--- src/rtl/player_tracker_if.sv ---
// Move request channel from the input stage plus the wall ROM read channel,
// bundled so the tracker sees one bus. The master side is the environment
// (input decoder + wall ROM); the slave side is the tracker.
interface player_tracker_if #(
  parameter int XW = 4,
  parameter int YW = 4
);
  logic          move_valid;
  logic [1:0]    move_dir;
  logic          move_ready;
  logic          wall_rd;
  logic [XW-1:0] wall_x;
  logic [YW-1:0] wall_y;
  logic          wall_data;

  modport master (
    output move_valid, move_dir, wall_data,
    input  move_ready, wall_rd, wall_x, wall_y
  );

  modport slave (
    input  move_valid, move_dir, wall_data,
    output move_ready, wall_rd, wall_x, wall_y
  );
endinterface

--- src/rtl/player_tracker.sv ---
// Player position tracker: validates each move against the grid border and
// a registered wall ROM, keeps the player cell, and raises a sticky
// goal-reached level for the maze that is currently selected.
module player_tracker #(
  parameter int GRID_W  = 16,
  parameter int GRID_H  = 12,
  parameter int XW      = 4,
  parameter int YW      = 4,
  parameter int START_X = 1,
  parameter int START_Y = 1,
  parameter int GOAL_X  = 14,
  parameter int GOAL_Y  = 10
) (
  input  logic              Clk,
  input  logic              Reset,
  input  logic [2:0]        maze_sel,
  player_tracker_if.slave   bus,
  output logic [XW-1:0]     player_x,
  output logic [YW-1:0]     player_y,
  output logic              move_blocked,
  output logic              goal_reach1,
  output logic              goal_reach2,
  output logic              goal_reach3
);

  localparam logic [XW-1:0] ONE_X   = XW'(1);
  localparam logic [YW-1:0] ONE_Y   = YW'(1);
  localparam logic [XW-1:0] ZERO_X  = XW'(0);
  localparam logic [YW-1:0] ZERO_Y  = YW'(0);
  localparam logic [XW-1:0] MAX_X   = XW'(GRID_W - 1);
  localparam logic [YW-1:0] MAX_Y   = YW'(GRID_H - 1);
  localparam logic [XW-1:0] START_XV = XW'(START_X);
  localparam logic [YW-1:0] START_YV = YW'(START_Y);
  localparam logic [XW-1:0] GOAL_XV  = XW'(GOAL_X);
  localparam logic [YW-1:0] GOAL_YV  = YW'(GOAL_Y);

  typedef enum logic [1:0] {
    IDLE   = 2'd0,
    LOOKUP = 2'd1,
    CHECK  = 2'd2
  } state_t;

  state_t        state_r, state_nxt_s;
  logic [2:0]    sel_q_r;
  logic [2:0]    goal_r;
  logic [XW-1:0] pos_x_r, tgt_x_r, tgt_nx_s;
  logic [YW-1:0] pos_y_r, tgt_y_r, tgt_ny_s;
  logic          blocked_r;
  logic          onehot_s, sel_chg_s, active_goal_s, at_edge_s, accept_s;
  logic          move_ready_s, wall_rd_s;

  // A maze change is any difference from last cycle's select; it flushes everything.
  assign onehot_s      = (maze_sel == 3'b001) || (maze_sel == 3'b010) || (maze_sel == 3'b100);
  assign sel_chg_s     = (maze_sel != sel_q_r);
  assign active_goal_s = |(goal_r & maze_sel);
  assign accept_s      = bus.move_valid && move_ready_s;

  // Candidate target cell; the border test comes first so no coordinate ever wraps.
  always_comb begin
    tgt_nx_s  = pos_x_r;
    tgt_ny_s  = pos_y_r;
    at_edge_s = 1'b0;
    case (bus.move_dir)
      2'd0: if (pos_y_r == ZERO_Y) at_edge_s = 1'b1; else tgt_ny_s = pos_y_r - ONE_Y;
      2'd1: if (pos_y_r == MAX_Y)  at_edge_s = 1'b1; else tgt_ny_s = pos_y_r + ONE_Y;
      2'd2: if (pos_x_r == ZERO_X) at_edge_s = 1'b1; else tgt_nx_s = pos_x_r - ONE_X;
      2'd3: if (pos_x_r == MAX_X)  at_edge_s = 1'b1; else tgt_nx_s = pos_x_r + ONE_X;
      default: at_edge_s = 1'b1;
    endcase
  end

  // State register.
  always_ff @(posedge Clk or negedge Reset) begin
    if (!Reset) state_r <= IDLE;
    else        state_r <= state_nxt_s;
  end

  // Next-state logic; a maze change overrides every transition.
  always_comb begin
    state_nxt_s = IDLE;
    case (state_r)
      IDLE:    if (accept_s && !at_edge_s) state_nxt_s = LOOKUP; else state_nxt_s = IDLE;
      LOOKUP:  state_nxt_s = CHECK;
      CHECK:   state_nxt_s = IDLE;
      default: state_nxt_s = IDLE;
    endcase
    if (sel_chg_s) state_nxt_s = IDLE;
    else           state_nxt_s = state_nxt_s;
  end

  // State-decoded outputs: ready only in IDLE with a stable, valid, unfinished maze.
  always_comb begin
    move_ready_s = 1'b0;
    wall_rd_s    = 1'b0;
    case (state_r)
      IDLE:    move_ready_s = onehot_s && !active_goal_s && !sel_chg_s;
      LOOKUP:  wall_rd_s    = 1'b1;
      default: begin
        move_ready_s = 1'b0;
        wall_rd_s    = 1'b0;
      end
    endcase
  end

  // Position, target latch, goal flags and the blocked pulse.
  always_ff @(posedge Clk or negedge Reset) begin
    if (!Reset) begin
      sel_q_r   <= 3'b000;
      pos_x_r   <= START_XV;
      pos_y_r   <= START_YV;
      tgt_x_r   <= ZERO_X;
      tgt_y_r   <= ZERO_Y;
      goal_r    <= 3'b000;
      blocked_r <= 1'b0;
    end else begin
      sel_q_r   <= maze_sel;
      blocked_r <= 1'b0;
      if (sel_chg_s) begin
        pos_x_r <= START_XV;
        pos_y_r <= START_YV;
        goal_r  <= 3'b000;
      end else if (state_r == IDLE && accept_s) begin
        if (at_edge_s) begin
          blocked_r <= 1'b1;
        end else begin
          tgt_x_r <= tgt_nx_s;
          tgt_y_r <= tgt_ny_s;
        end
      end else if (state_r == CHECK) begin
        if (bus.wall_data) begin
          blocked_r <= 1'b1;
        end else begin
          pos_x_r <= tgt_x_r;
          pos_y_r <= tgt_y_r;
          if (tgt_x_r == GOAL_XV && tgt_y_r == GOAL_YV) goal_r <= goal_r | sel_q_r;
          else                                          goal_r <= goal_r;
        end
      end else begin
        pos_x_r <= pos_x_r;
        pos_y_r <= pos_y_r;
      end
    end
  end

  assign bus.move_ready = move_ready_s;
  assign bus.wall_rd    = wall_rd_s;
  assign bus.wall_x     = tgt_x_r;
  assign bus.wall_y     = tgt_y_r;
  assign player_x       = pos_x_r;
  assign player_y       = pos_y_r;
  assign move_blocked   = blocked_r;
  assign goal_reach1    = goal_r[0];
  assign goal_reach2    = goal_r[1];
  assign goal_reach3    = goal_r[2];

endmodule

--- src/flat_wrapper.sv ---
// flat-port wrapper written by rule: the top's interface ports become plain ports
module player_tracker_flat 
#(
  parameter int GRID_W  = 16,
  parameter int GRID_H  = 12,
  parameter int XW      = 4,
  parameter int YW      = 4,
  parameter int START_X = 1,
  parameter int START_Y = 1,
  parameter int GOAL_X  = 14,
  parameter int GOAL_Y  = 10
)
  (Clk, Reset, maze_sel, player_x, player_y, move_blocked, goal_reach1, goal_reach2, goal_reach3, bus_move_valid, bus_move_dir, bus_wall_data, bus_move_ready, bus_wall_rd, bus_wall_x, bus_wall_y);
  player_tracker_if #(.XW(XW), .YW(YW)) bus_i ();
  input  logic Clk;
  input  logic Reset;
  input  logic [2:0] maze_sel;
  output logic [XW-1:0] player_x;
  output logic [YW-1:0] player_y;
  output logic move_blocked;
  output logic goal_reach1;
  output logic goal_reach2;
  output logic goal_reach3;
  input wire logic [$bits(bus_i.move_valid)-1:0] bus_move_valid;
  input wire logic [$bits(bus_i.move_dir)-1:0] bus_move_dir;
  input wire logic [$bits(bus_i.wall_data)-1:0] bus_wall_data;
  output wire logic [$bits(bus_i.move_ready)-1:0] bus_move_ready;
  output wire logic [$bits(bus_i.wall_rd)-1:0] bus_wall_rd;
  output wire logic [$bits(bus_i.wall_x)-1:0] bus_wall_x;
  output wire logic [$bits(bus_i.wall_y)-1:0] bus_wall_y;
  assign bus_i.move_valid = bus_move_valid;
  assign bus_i.move_dir = bus_move_dir;
  assign bus_i.wall_data = bus_wall_data;
  assign bus_move_ready = bus_i.move_ready;
  assign bus_wall_rd = bus_i.wall_rd;
  assign bus_wall_x = bus_i.wall_x;
  assign bus_wall_y = bus_i.wall_y;
  player_tracker #(.GRID_W(GRID_W), .GRID_H(GRID_H), .XW(XW), .YW(YW), .START_X(START_X), .START_Y(START_Y), .GOAL_X(GOAL_X), .GOAL_Y(GOAL_Y)) u_core (.Clk(Clk), .Reset(Reset), .maze_sel(maze_sel), .bus(bus_i), .player_x(player_x), .player_y(player_y), .move_blocked(move_blocked), .goal_reach1(goal_reach1), .goal_reach2(goal_reach2), .goal_reach3(goal_reach3));
endmodule
--- config.mk ---
export PLATFORM = sky130hd
export DESIGN_NAME = player_tracker_flat
export DESIGN_NICKNAME = d
export VERILOG_FILES = /design/src/rtl/player_tracker_if.sv /design/src/rtl/player_tracker.sv /design/src/flat_wrapper.sv
export SDC_FILE = /design/constraint.sdc
export NUM_CORES = 1
export LEC_CHECK = 0
export ABC_AREA = 1
export CAP_MARGIN = 10
export CORE_MARGIN = 3
export CORE_UTILIZATION = 47
export CTS_CLUSTER_DIAMETER = 80
export CTS_CLUSTER_SIZE = 12
export DETAILED_ROUTE_END_ITERATION = 16
export GPL_TIMING_DRIVEN = 0
export MAX_ROUTING_LAYER = met4
export PLACE_DENSITY_LB_ADDON = 0.3
export REMOVE_ABC_BUFFERS = 1
export SYNTH_ARGS = -nofsm -noshare
export SYNTH_HDL_FRONTEND = slang
export SYNTH_SLANG_ARGS = --single-unit
--- constraint.sdc ---
create_clock -name Clk -period 1.45 [get_ports Clk]
set_input_delay 0.3625 -clock Clk [delete_from_list [all_inputs] [get_ports Clk]]
set_output_delay 0.3625 -clock Clk [all_outputs]
set_load 0.01 [all_outputs]
# --- Word-level counts from Yosys, hierarchy flattened ---
# Cells that the tools add are included.
op_classes:
  eq_ne: 15
  n_addsub: 4
  bitwise_logic: 4
  mux: 34
  n_reduce_logical: 21
ops:
  columns: ["op", "n"]
  rows:
  - ["$mux W4", 12]
  - ["$eq A4 B4 Y1 const B", 4]
  - ["$pmux W4 S2", 2]
  - ["$mux W3", 5]
  - ["$mux W1", 12]
  - ["$add A4 B1 Y4 const B", 2]
  - ["$logic_not A4 Y1", 2]
  - ["$sub A4 B1 Y4 const B", 2]
  - ["$eq A2 B2 Y1 const B", 3]
  - ["$logic_and A1 B1 Y1", 6]
  - ["$reduce_and A3 Y1", 2]
  - ["$eq A2 B1 Y1 const B", 2]
  - ["$logic_not A2 Y1", 2]
  - ["$ne A2 B1 Y1 const B", 2]
  - ["$pmux W1 S4", 1]
  - ["$pmux W2 S2", 1]
  - ["$reduce_and A4 Y1", 1]
  - ["$reduce_bool A2 Y1", 2]
  - ["$and A3 B3 Y3", 1]
  - ["$eq A3 B1 Y1 const B", 1]
  - ["$eq A3 B2 Y1 const B", 1]
  - ["$eq A3 B3 Y1 const B", 1]
  - ["$logic_not A1 Y1", 3]
  - ["$ne A3 B3 Y1", 1]
  - ["5 further kinds", 7]
totals:
  in_bits: 9
  out_inout_bits: 22
  regBits: 25
  elab_cells: 86

# --- Longest topological paths before layout ---
# Gate-level depths: netlist of the first run.
depth:
  word_depth: 11
  ltp_mapped: 9
  ltp_nobuf: 9

# --- Least setup slack after synthesis of the first run ---
# OpenSTA, ideal clock, no wires.
synth_timing:
  path_kind: "reg-to-reg"
  startpoint: "register u_core.pos_y_r[0] (netlist: u_core.player_y[0])"
  endpoint: "register u_core.tgt_x_r[3] (netlist: u_core.bus.wall_x[3])"
  path_buffers: 0
  setup_slack_ns: -0.210
  setup_time_ns: 0.118
  arrival_ns: 1.541
  period_less_slack_ns: 1.660
  stages_incl_launch_ff: 9
  required_time_ns: 1.332
  path_cell_list: "dfstp_2 inv_1 ha_1 nand2_1 nor2_2 nor2_4 nand3_4 nand2_1 nand2_1"
synth_between:
  elab_chain_cells: 5
  word_cells_on_any_way: 7
  cone_classes: "eq/ne: 1; mux: 3; bitwise: 1; reduce/logical: 2"
synth_lines:
  columns: ["element", "line", "rtl"]
  rows:
  - ["start, declared", "player_tracker.sv:47", "logic [YW-1:0] pos_y_r, tgt_y_r, tgt_ny_s;"]
  - ["start signal, assigned", "player_tracker.sv:134", "pos_y_r <= tgt_y_r;"]
  - ["start signal, assigned", "player_tracker.sv:140", "pos_y_r <= pos_y_r;"]
  - ["$eq A4 B4 Y1 or $logic_not A4 Y1 (tied branches)", "player_tracker.sv:65, player_tracker.sv:64", null]
  - ["$mux W1 (on tied branches)", "player_tracker.sv:65, player_tracker.sv:64", null]
  - ["$pmux W1 S4 (*)", "player_tracker.sv:63", "case (bus.move_dir)"]
  - ["$not A1 Y1 (no line) (*)", null, null]
  - ["$reduce_and A3 Y1 (no line) (*)", null, null]
  - ["end signal, assigned", "player_tracker.sv:126", "tgt_x_r <= tgt_nx_s;"]
  - ["end, declared", "player_tracker.sv:46", "logic [XW-1:0] pos_x_r, tgt_x_r, tgt_nx_s;"]
# Every way passes the cells marked *; elsewhere a longest branch is shown, timed or not.
# A chain may end at the register's enable or synchronous reset.

# --- Worst setup path in the final report of the first run ---
layout_timing:
  startpoint: "register u_core.sel_q_r[0]"
  endpoint: "output port bus_move_ready"
layout_between:
  elab_chain_cells: 4
layout_lines:
  columns: ["element", "line", "rtl"]
  rows:
  - ["start, declared", "player_tracker.sv:44", "logic [2:0] sel_q_r;"]
  - ["start signal, assigned", "player_tracker.sv:116", "sel_q_r <= maze_sel;"]
  - ["$ne A3 B3 Y1", "player_tracker.sv:54", "assign sel_chg_s = (maze_sel != sel_q_r);"]
  - ["$logic_not A1 Y1", "player_tracker.sv:96", "IDLE: move_ready_s = onehot_s && !active_goal_s && !sel_chg_s;"]
  - ["$logic_and A1 B1 Y1", "player_tracker.sv:96", null]
  - ["$mux W1", "player_tracker.sv:95", "case (state_r)"]
  - ["end, declared", "flat_wrapper.sv:27", "output wire logic [$bits(bus_i.move_ready)-1:0] bus_move_ready;"]
# Every way passes these cells.

==> results of run 1 <==
[sequential cells by signal, summed over array words and instances, names as in the netlist]
name and flops:
u_core.bus.wall_x 4, u_core.move_blocked 1, u_core.player_x 4, u_core.bus.wall_y 4, u_core.sel_q_r 3, u_core.state_r 2
u_core.goal_r 3, u_core.player_y 4
[layout by cell type, fill, tap and decap left out, types with 3 or more instances in the layout]
cell type,netlist,final
nand2_1,67,63
nand3_1,34,33
buf_4,1,28
dfrtp_1,23,20
dlygate4sd2_1,0,19
o21ai_1,14,16
inv_1,19,15
nor2_1,16,15
buf_6,1,12
nand4_1,11,11
inv_2,4,6
nand2_2,2,5
nor2_4,3,4
nor2_2,4,4
nand3_2,3,4
ha_4,0,4
clkbuf_4,0,3
clkdlybuf4s50_1,0,3
clkdlybuf4s15_1,0,3
dfrtp_2,0,3
[timing repair]
action	in CTS	in global routing
buffers inserted	26	12
cloned	1	3
endpoints found under the setup margin	43	29
gates resized for setup	72	17
pin swaps	10	14
[layout make-up]
cell class	instances	area, um2	area share (%)
clock buffers	3	22.5	0.923
clock inverters	1	5.00	0.205
inverters	24	97.6	4.00
multi-input cells	176	1020	41.7
flip-flops and latches	25	632	25.9
well taps	44	55.1	2.26
repair buffers	67	604	24.8
repair inverters	1	5.00	0.205
[worst max-delay path: cells and delay by family, from the launching register on]
family,cells,cell delay (ps)
xor+xnor,1,180
buf+inv,1,120
flops,1,430
simple gates,2,290
[cell families (layout without fill, tap and decap cells)]
family | count (synthesis) | in the layout | synth area share [%]
AOI/OAI and AO/OA | 21 | 23 | 7.05
buffers and inverters | 29 | 96 | 7.51
and+or+nand+nor | 145 | 146 | 42.1
DFF | 25 | 25 | 38.1
xor gates and xnor gates | 2 | 2 | 1.52
adders and majority gates | 5 | 5 | 3.79
[per-layer routing]
layer  vias to the layer above  GRT usage, %  share of wire, %
li1                        896             -                 -
met1                       848          28.1                42
met2                        93          40.5                50
met3                        14          3.76               6.7
met4                         0          5.96               1.5
met5                         -             -                 0
[how the worst min path moves through the flow]
stage,start,endpoint
6_report,Reset,u_core.player_x[1]
4_1_cts,maze_sel[2],u_core.sel_q_r[2]
5_1_grt,Reset,u_core.player_x[1]
2_1_floorplan,Reset,u_core.bus.wall_x[0]
3_3_place_gp,u_core.state_r[1],u_core.state_r[1]
3_5_place_dp,u_core.state_r[1],u_core.state_r[1]
[where the power goes]
group / internal [mW] / total (mW) / switching (mW)
Sequential: 0.747 / 0.788 / 0.0406
Combinational: 0.245 / 0.530 / 0.285
Clock: 0.104 / 0.332 / 0.228
Total: 1.10 / 1.65 / 0.554
==> impl_metrics.py, run 1 <==
metrics = {
    "status": {
        "outcome": "complete, but fails checks",
        "violations": "negative setup slack",
    },
    "route": {
        "detail-route-antenna-nets": 0,
        "vias": 1851,
        "vias_per_cell": 5.43,
        "drt_iter0_markers": 135,
        "drc": 0,
        "drt_wl_total_um": 4980,
        "drtPass1Iterations": 4,
        "wl_per_cell_um": 14.6,
    },
    "yosys": {
        "ys_top_cells_by_count": "nand2_1 (67), nand3_1 (34), dfrtp_1 (23), inv_1 (19), nor2_1 (16)",
        "synth_top_area_cell": "dfrtp_1",
        "synth_area_per_cell_um2": 7.27,
        "synth_flop_cell": "dfrtp_1",
        "yosys-top-cells-area": "dfrtp_1 (35%), nand2_1 (15%), nand3_1 (10%)",
        "syn_area_mm2": 0.00165,
        "synth-seq-cells": 25,
        "syn-instance-count": 227,
        "synth.distinct_cells": 26,
        "yosys_warnings": 0,
        "synth_top_cell_area_share_pct": 34.9,
        "synth-seq-area-share_pct": 38.1,
        "synth_edf_count": 0,
        "yosysMostFrequentCell": "nand2_1",
        "async_reset_ff_share_pct": 100,
    },
    "finish": {
        "stdcell_count": 341,
        "nFillCells": 252,
        "finalInstanceArea_mm2": 0.00244,
        "syn_to_final_growth_pct": 47.8,
        "diodes": 0,
        "layout-drive-gt1-share_pct": 29.6,
        "nets": 312,
        "utilization_pct": 76.2,
    },
    "setup_path": {
        "path_cells": "xnor2_2 > nand4_1 > nor2_4 > buf_6",
        "cp_max_fo": 2,
        "worst_ep_required_time_ps": 1090,
        "path_class": "reg2out",
        "r2r_start": "u_core.player_x[0]",
        "crit_start": "u_core.sel_q_r[0]",
        "endpoint": "bus_move_ready",
        "start_kind": "flip-flop",
        "worstSetupEndpointType": "output pin",
        "critical_path.max_stage_delay_ps": 430,
        "worstReg2RegEnd": "u_core.bus.wall_y[1]",
        "r2r_slack_ps": -190,
        "crit_slowest_cell": "dfrtp_1",
        "arrival_ps": 1360,
        "rr_worst_depth": 10,
    },
    "run": {
        "max_cap_viol_count": 0,
    },
    "timing": {
        "skew_ps": 1.51,
        "max_freq_mhz": 581,
        "finalSetupViolCount": 15,
        "holdWs_ps": 18.4,
        "min_period_ps": 1720,
        "max_slew_margin_pct": 64.3,
        "layout_setup_ws_ps": -270,
        "maxSlewViolCount": 0,
        "worst_slew_pin_slew_ps": 534,
        "post-route-period-util_pct": 119,
        "rsz0062_at_grt": "yes",
        "finalSetupTns_ps": -2050,
        "hold_viol": 0,
    },
    "cts": {
        "h-tree-depth": 1,
        "cts_buffer_depth": 2,
        "clkTransAtPathRegs_ps": 140,
        "clk_latency_ps": 330,
        "cts_root_buffer": "clkbuf_4",
        "cts_tree": "built",
        "cts_hold_buf": 0,
        "numCtsBuffers": 3,
        "cts_sinks": 25,
    },
    "place": {
        "hpwl_um": 2780,
        "io_buffers": 30,
        "dp_slack_ps": -1100,
        "place_inst": 296,
        "postPlaceCellArea_mm2": 0.00197,
        "gp_congestion": 0.875,
    },
    "floorplanning": {
        "dieWidth_um": 65.3,
        "fp.dieH_um": 65.3,
        "die-area_mm2": 0.00426,
        "io_pins": 31,
        "rows": 20,
        "coreArea_mm2": 0.00320,
        "initial_core_util_pct": 51.5,
    },
    "global_routing": {
        "grt-ovfl-total": 0,
        "antenna_found_initial": 0,
        "first_global_vias": 1640,
        "track_usage_pct": 23.2,
        "grt_pass1_wl_um": 7550,
        "grt_max_degree": 26,
    },
    "pwr": {
        "p_leak_nw": 1.23,
        "power_density_mw_per_mm2": 676,
        "vdd_drop_max_v": 0.000798,
        "total_power_mw": 1.65,
    },
    "min_path": {
        "hp-class": "in2async",
    },
}
(Power assumes the default switching activity.)
==> inputs of run 2 (changes only) <==
==> constraint.sdc (replaced) <==
create_clock -name Clk -period 1.45 [get_ports Clk]
set_input_delay 0.3625 -clock Clk [delete_from_list [all_inputs] [get_ports Clk]]
set_output_delay 0.3625 -clock Clk [all_outputs]
set_load 0.02 [all_outputs]
==> run 2 against run 1 <==
Effect of this change: fmax decreased by 0.79%; routed wire length decreased by 5.5%; via count decreased by 1.9%; sequential share of layout area increased by 0.98 points; the run still ends with negative setup slack left.
==> impl_metrics.py, run 2 (same netlist as run 1, synthesis figures left out) <==
metrics = {
    "timing": {
        "min_period_ps": 1730,
        "max_slew_margin_pct": 22.2,
        "maxSlewViolCount": 0,
        "finalSetupTns_ps": -1820,
        "hold_viol": 0,
        "max_freq_mhz": 577,
        "worst_slew_pin_slew_ps": 1170,
        "finalSetupViolCount": 24,
        "layout_setup_ws_ps": -284,
        "rsz0062_at_grt": "yes",
        "post-route-period-util_pct": 120,
        "skew_ps": 2.15,
    },
    "place": {
        "postPlaceCellArea_mm2": 0.00197,
        "gp_congestion": 0.875,
        "io_buffers": 30,
        "dp_slack_ps": -1170,
        "hpwl_um": 2780,
    },
    "pwr": {
        "p_leak_nw": 1.17,
        "vdd_drop_max_v": 0.000773,
        "power_density_mw_per_mm2": 698,
        "total_power_mw": 1.65,
    },
    "min_path": {
        "hp-class": "in2reg",
        "min_from": "maze_sel[2]",
    },
    "cts": {
        "clkTransAtPathRegs_ps": 140,
        "cts_tree": "built",
        "clk_latency_ps": 330,
        "cts_hold_buf": 0,
        "cts_buffer_depth": 2,
        "cts_root_buffer": "clkbuf_4",
        "cts_sinks": 25,
        "numCtsBuffers": 3,
        "h-tree-depth": 1,
    },
    "setup_path": {
        "arrival_ps": 1370,
        "r2r_start": "u_core.player_x[0]",
        "start_kind": "flip-flop",
        "cp_max_fo": 2,
        "path_class": "reg2out",
        "crit_start": "u_core.sel_q_r[0]",
        "worst_ep_required_time_ps": 1090,
        "worstSetupEndpointType": "output pin",
    },
    "route": {
        "drt_iter0_markers": 130,
        "detail-route-antenna-nets": 0,
        "drt_wl_total_um": 4710,
        "drtPass1Iterations": 4,
        "wl_per_cell_um": 14.0,
        "vias_per_cell": 5.40,
        "drc": 0,
        "vias": 1815,
    },
    "floorplanning": {
        "dieWidth_um": 65.3,
        "initial_core_util_pct": 51.5,
        "coreArea_mm2": 0.00320,
        "rows": 20,
        "fp.dieH_um": 65.3,
        "die-area_mm2": 0.00426,
        "io_pins": 31,
    },
    "finish": {
        "finalInstanceArea_mm2": 0.00236,
        "utilization_pct": 73.7,
        "nets": 307,
        "mostFrequentLayoutCells": "nand2_1 (64), nand3_1 (30), buf_4 (26), dfrtp_1 (18)",
        "layout-drive-gt1-share_pct": 34.2,
        "diodes": 0,
        "final_common_cell": "nand2_1",
        "syn_to_final_growth_pct": 43.0,
    },
    "global_routing": {
        "track_usage_pct": 23.7,
        "grt_pass1_wl_um": 7650,
        "first_global_vias": 1646,
        "grt-ovfl-total": 0,
        "antenna_found_initial": 0,
        "grt_max_degree": 26,
    },
    "status": {
        "outcome": "complete, but fails checks",
        "violations": "negative setup slack",
    },
    "run": {
        "max_cap_viol_count": 0,
    },
}
[run 2: cell count changes in the layout (fill, tap and decap cells not counted), moves of 2 or more]
cell | previous run | this run
o21ai_0 | 2 | 4
nand3_1 | 33 | 30
dlygate4sd2_1 | 19 | 7
buf_2 | 0 | 7
dfrtp_2 | 3 | 5
nand3_2 | 4 | 7
clkbuf_2 | 1 | 5
dfrtp_1 | 20 | 18
clkdlybuf4s15_2 | 0 | 2
o21ai_1 | 16 | 14
buf_4 | 28 | 26
[run 2: worst max-delay path, stage by stage (launching register included)]
cell and delay, ps:
dfrtp_1 430, xnor2_2 180, nand4_1 160, nor2_4 140, buf_6 130
[run 2: area by class of cell]
type	count	area [um2]
Multi-Input combinational cell	174	1010
Fill cell	265	843
Sequential cell	25	634
Timing Repair Buffer	65	532
Inverter	24	100
Tap cell	44	55.1
Clock buffer	3	22.5
Clock inverter	1	5.00
[run 2: path summary, 6_finish.rpt]
path                            cells after the start              endpoint  slack (ps)
worst max register to register                     10  u_core.bus.wall_y[2]        -130
max in group asynchronous                           1    u_core.player_y[2]         320
min in group asynchronous                           1      u_core.goal_r[2]         360
worst min register to register                      2    u_core.player_y[0]         560
worst max-delay path                                4        bus_move_ready        -280
worst min-delay path                                1     u_core.sel_q_r[2]         350
[run 2: what timing repair did]
| item | 4_1_cts | 5_1_grt |
|---|---|---|
| hold endpoints to repair | 0 | 0 |
| gates cloned | 1 | 0 |
| setup endpoints to repair | 43 | 37 |
| setup buffers | 30 | 8 |
| pin swaps | 17 | 15 |
| resized for setup | 104 | 26 |
[run 2: power by group]
part	switching, mW	total, mW	leakage [nW]	internal (mW)
Sequential	0.0460	0.794	0.324	0.748
Combinational	0.301	0.524	0.826	0.223
Clock	0.225	0.329	0.0177	0.104
[run 2: metrics by stage]
step / instances / hold WS, ps
finish: 336 / 354
global route: 336 / 349
CTS: 331 / 345
detailed placement: 296 / 473
global placement: 296 / 473
floorplan: 222 / 66.9
[run 2: metal layers]
metal  vias to the layer above  GRT usage, %  wire length, um
met5                         -             -                0
met4                         0          5.18               53
met3                         7          3.93              255
met2                        64          40.7             2380
met1                       860          29.3             2020
li1                        884             -                -
==> inputs of run 3 (changes only) <==
--- a/config.mk
+++ b/config.mk
@@ -8,7 +8,7 @@
 export ABC_AREA = 1
 export CAP_MARGIN = 10
 export CORE_MARGIN = 3
-export CORE_UTILIZATION = 47
+export CORE_UTILIZATION = 45
 export CTS_CLUSTER_DIAMETER = 80
 export CTS_CLUSTER_SIZE = 12
 export DETAILED_ROUTE_END_ITERATION = 16
@@ -16,6 +16,7 @@
 export MAX_ROUTING_LAYER = met4
 export PLACE_DENSITY_LB_ADDON = 0.3
 export REMOVE_ABC_BUFFERS = 1
+export SETUP_SLACK_MARGIN = 0.1
 export SYNTH_ARGS = -nofsm -noshare
 export SYNTH_HDL_FRONTEND = slang
 export SYNTH_SLANG_ARGS = --single-unit
==> run 3 against run 2 <==
Effect of this change: the flow still finishes with violations (negative setup slack); first-iteration DRC count rose by 13%; clock-buffer cell count rose by 1; non-clock buffer count fell by 6; combinational power rose by 1%; global-route usage rose by 0.47 points; fmax rose by 2.3%; core utilization fell by 5.0 points; sequential power barely moved; worst hold slack got worse by 280 ps; critical path depth did not move; clock power rose by 28%; design area rose by 0.21%; critical path type unchanged; largest power group unchanged; highest routed layer unchanged.
==> impl_metrics.py, run 3 (same netlist as run 1, synthesis figures left out) <==
metrics = {
    "status": {
        "outcome": "complete, but fails checks",
        "violations": "negative setup slack",
    },
    "route": {
        "drc": 0,
        "vias": 1792,
        "drt_iter0_markers": 147,
        "wl_per_cell_um": 14.5,
        "vias_per_cell": 5.38,
        "detail-route-antenna-nets": 0,
        "drt_wl_total_um": 4840,
        "drtPass1Iterations": 4,
    },
    "run": {
        "max_cap_viol_count": 0,
    },
    "setup_path": {
        "worstSetupEndpointType": "output pin",
        "path_cells": "xnor2_2 > nand4_1 > nor2_4 > buf_6",
        "critPathBufInv": 1,
        "path_class": "reg2out",
        "arrival_ps": 1330,
        "worst_ep_required_time_ps": 1090,
        "start_kind": "flip-flop",
        "crit_slowest_cell": "dfrtp_1",
        "r2r_slack_ps": -200,
        "cp_max_fo": 2,
        "critical_path.max_stage_delay_ps": 420,
        "crit_family": "flip-flops",
    },
    "timing": {
        "rsz0062_at_grt": "yes",
        "hold_viol": 0,
        "max_freq_mhz": 590,
        "max_slew_margin_pct": 64.7,
        "maxSlewViolCount": 0,
        "finalSetupViolCount": 12,
        "skew_ps": 8.31,
        "layout_setup_ws_ps": -244,
        "holdWs_ps": 75.0,
        "min_period_ps": 1690,
        "worst_slew_pin_slew_ps": 528,
        "post-route-period-util_pct": 117,
    },
    "place": {
        "gp_congestion": 0.867,
        "place_inst": 298,
        "hpwl_um": 2800,
        "io_buffers": 30,
    },
    "cts": {
        "h-tree-depth": 1,
        "numCtsBuffers": 3,
        "clkTransAtPathRegs_ps": 90,
        "cts_sinks": 25,
        "cts_hold_buf": 0,
        "cts_root_buffer": "clkbuf_8",
        "cts_buffer_depth": 2,
        "clk_latency_ps": 270,
        "cts_tree": "built",
    },
    "pwr": {
        "p_leak_nw": 1.15,
        "vdd_drop_max_v": 0.000647,
        "power_density_mw_per_mm2": 738,
    },
    "finish": {
        "mostFrequentLayoutCells": "nand2_1 (61), nand3_1 (33), buf_4 (21), dfrtp_1 (17), nor2_1 (16)",
        "syn_to_final_growth_pct": 43.3,
        "stdcell_count": 333,
        "nets": 302,
        "final_common_cell": "nand2_1",
        "diodes": 0,
        "layout-drive-gt1-share_pct": 34.8,
    },
    "floorplanning": {
        "dieWidth_um": 66.6,
        "rows": 21,
        "io_pins": 31,
        "die-area_mm2": 0.00443,
        "coreArea_mm2": 0.00344,
        "fp.dieH_um": 66.6,
        "initial_core_util_pct": 47.9,
    },
    "global_routing": {
        "first_global_vias": 1735,
        "grt_max_degree": 26,
        "antenna_found_initial": 0,
        "grt_pass1_wl_um": 8020,
        "grt-ovfl-total": 0,
        "track_usage_pct": 24.1,
    },
    "min_path": {
        "hp-class": "in2async",
    },
}
-- run 3: cell types whose count changed in the layout (fill, tap and decap cells not counted), moves of 3 or more --
cell             delta
clkbuf_4            -4
clkdlybuf4s15_2     +4
nand3_2             -3
buf_4               -5
nand3_1             +3
nand2_1             -3
clkbuf_8            +3
clkbuf_2            -5
dlygate4sd2_1       -3
-- run 3: per-layer routing --
layer / share of wire [%] / vias up / global-route usage (%)
li1: - / 878 / -
met4: 0.93 / 0 / 6.85
met5: 0 / - / -
met2: 52 / 54 / 39.7
met1: 43 / 854 / 30.2
met3: 4.6 / 6 / 4.72
-- run 3: repair_timing --
action                                  4_1_cts  5_1_grt
setup buffers                                21        8
pin swaps                                    15       10
gates resized for setup                     116       28
endpoints found under the setup margin       66       39
gates cloned                                  2        0
-- run 3: path summary, 6_finish.rpt --
kind	from	end	cells past startpoint
setup reg to reg	u_core.player_x[0]	u_core.bus.wall_y[0]	10
setup / recovery	u_core.sel_q_r[0]	bus_move_ready	4
hold / removal	Reset	u_core.state_r[1]	1
hold reg to reg	u_core.state_r[1]	u_core.state_r[1]	1
max in group asynchronous	Reset	u_core.player_y[0]	2
min in group Clk	maze_sel[0]	u_core.sel_q_r[0]	1
-- run 3: worst reg2reg max path: stages, from the launching register on --
cell and delay, ps:
dfstp_2 590, buf_6 130, ha_4 140, nand2_2 50
nor2_1 80, nand2_1 60, nand3_2 90, nor2_4 70
buf_6 130, nand4_1 100, nand2_1 80
-- run 3: power by group --
part / switching [mW] / total, mW / internal, mW
logic: 0.297 / 0.529 / 0.232
clock network: 0.224 / 0.421 / 0.197
registers: 0.0491 / 0.797 / 0.748
total: 0.570 / 1.75 / 1.18
-- run 3: final cells by class --
type                    instances  area, um2
flip-flops and latches         25        636
inverters                      24       97.6
repair buffers                 59        531
clock buffers                   4       45.0
well taps                      46       57.6
multi-input cells             175        998
fillers                       283       1080
-- run 3: stage by stage --
step                      instance area [um2]  power (mW)  utilization (%)  TNS, ps  setup slack, ps
final                                    2360        1.75             68.7    -1960             -244
after global placement                   1970        1.21             57.4   -20790            -1140
after detailed placement                 1970        1.22             57.4   -21550            -1170
after global routing                     2360        1.83             68.7    -2920             -330
after floorplan                          1620        1.03                -    -2600             -273
after CTS                                2290        1.70             66.5    -1660             -249
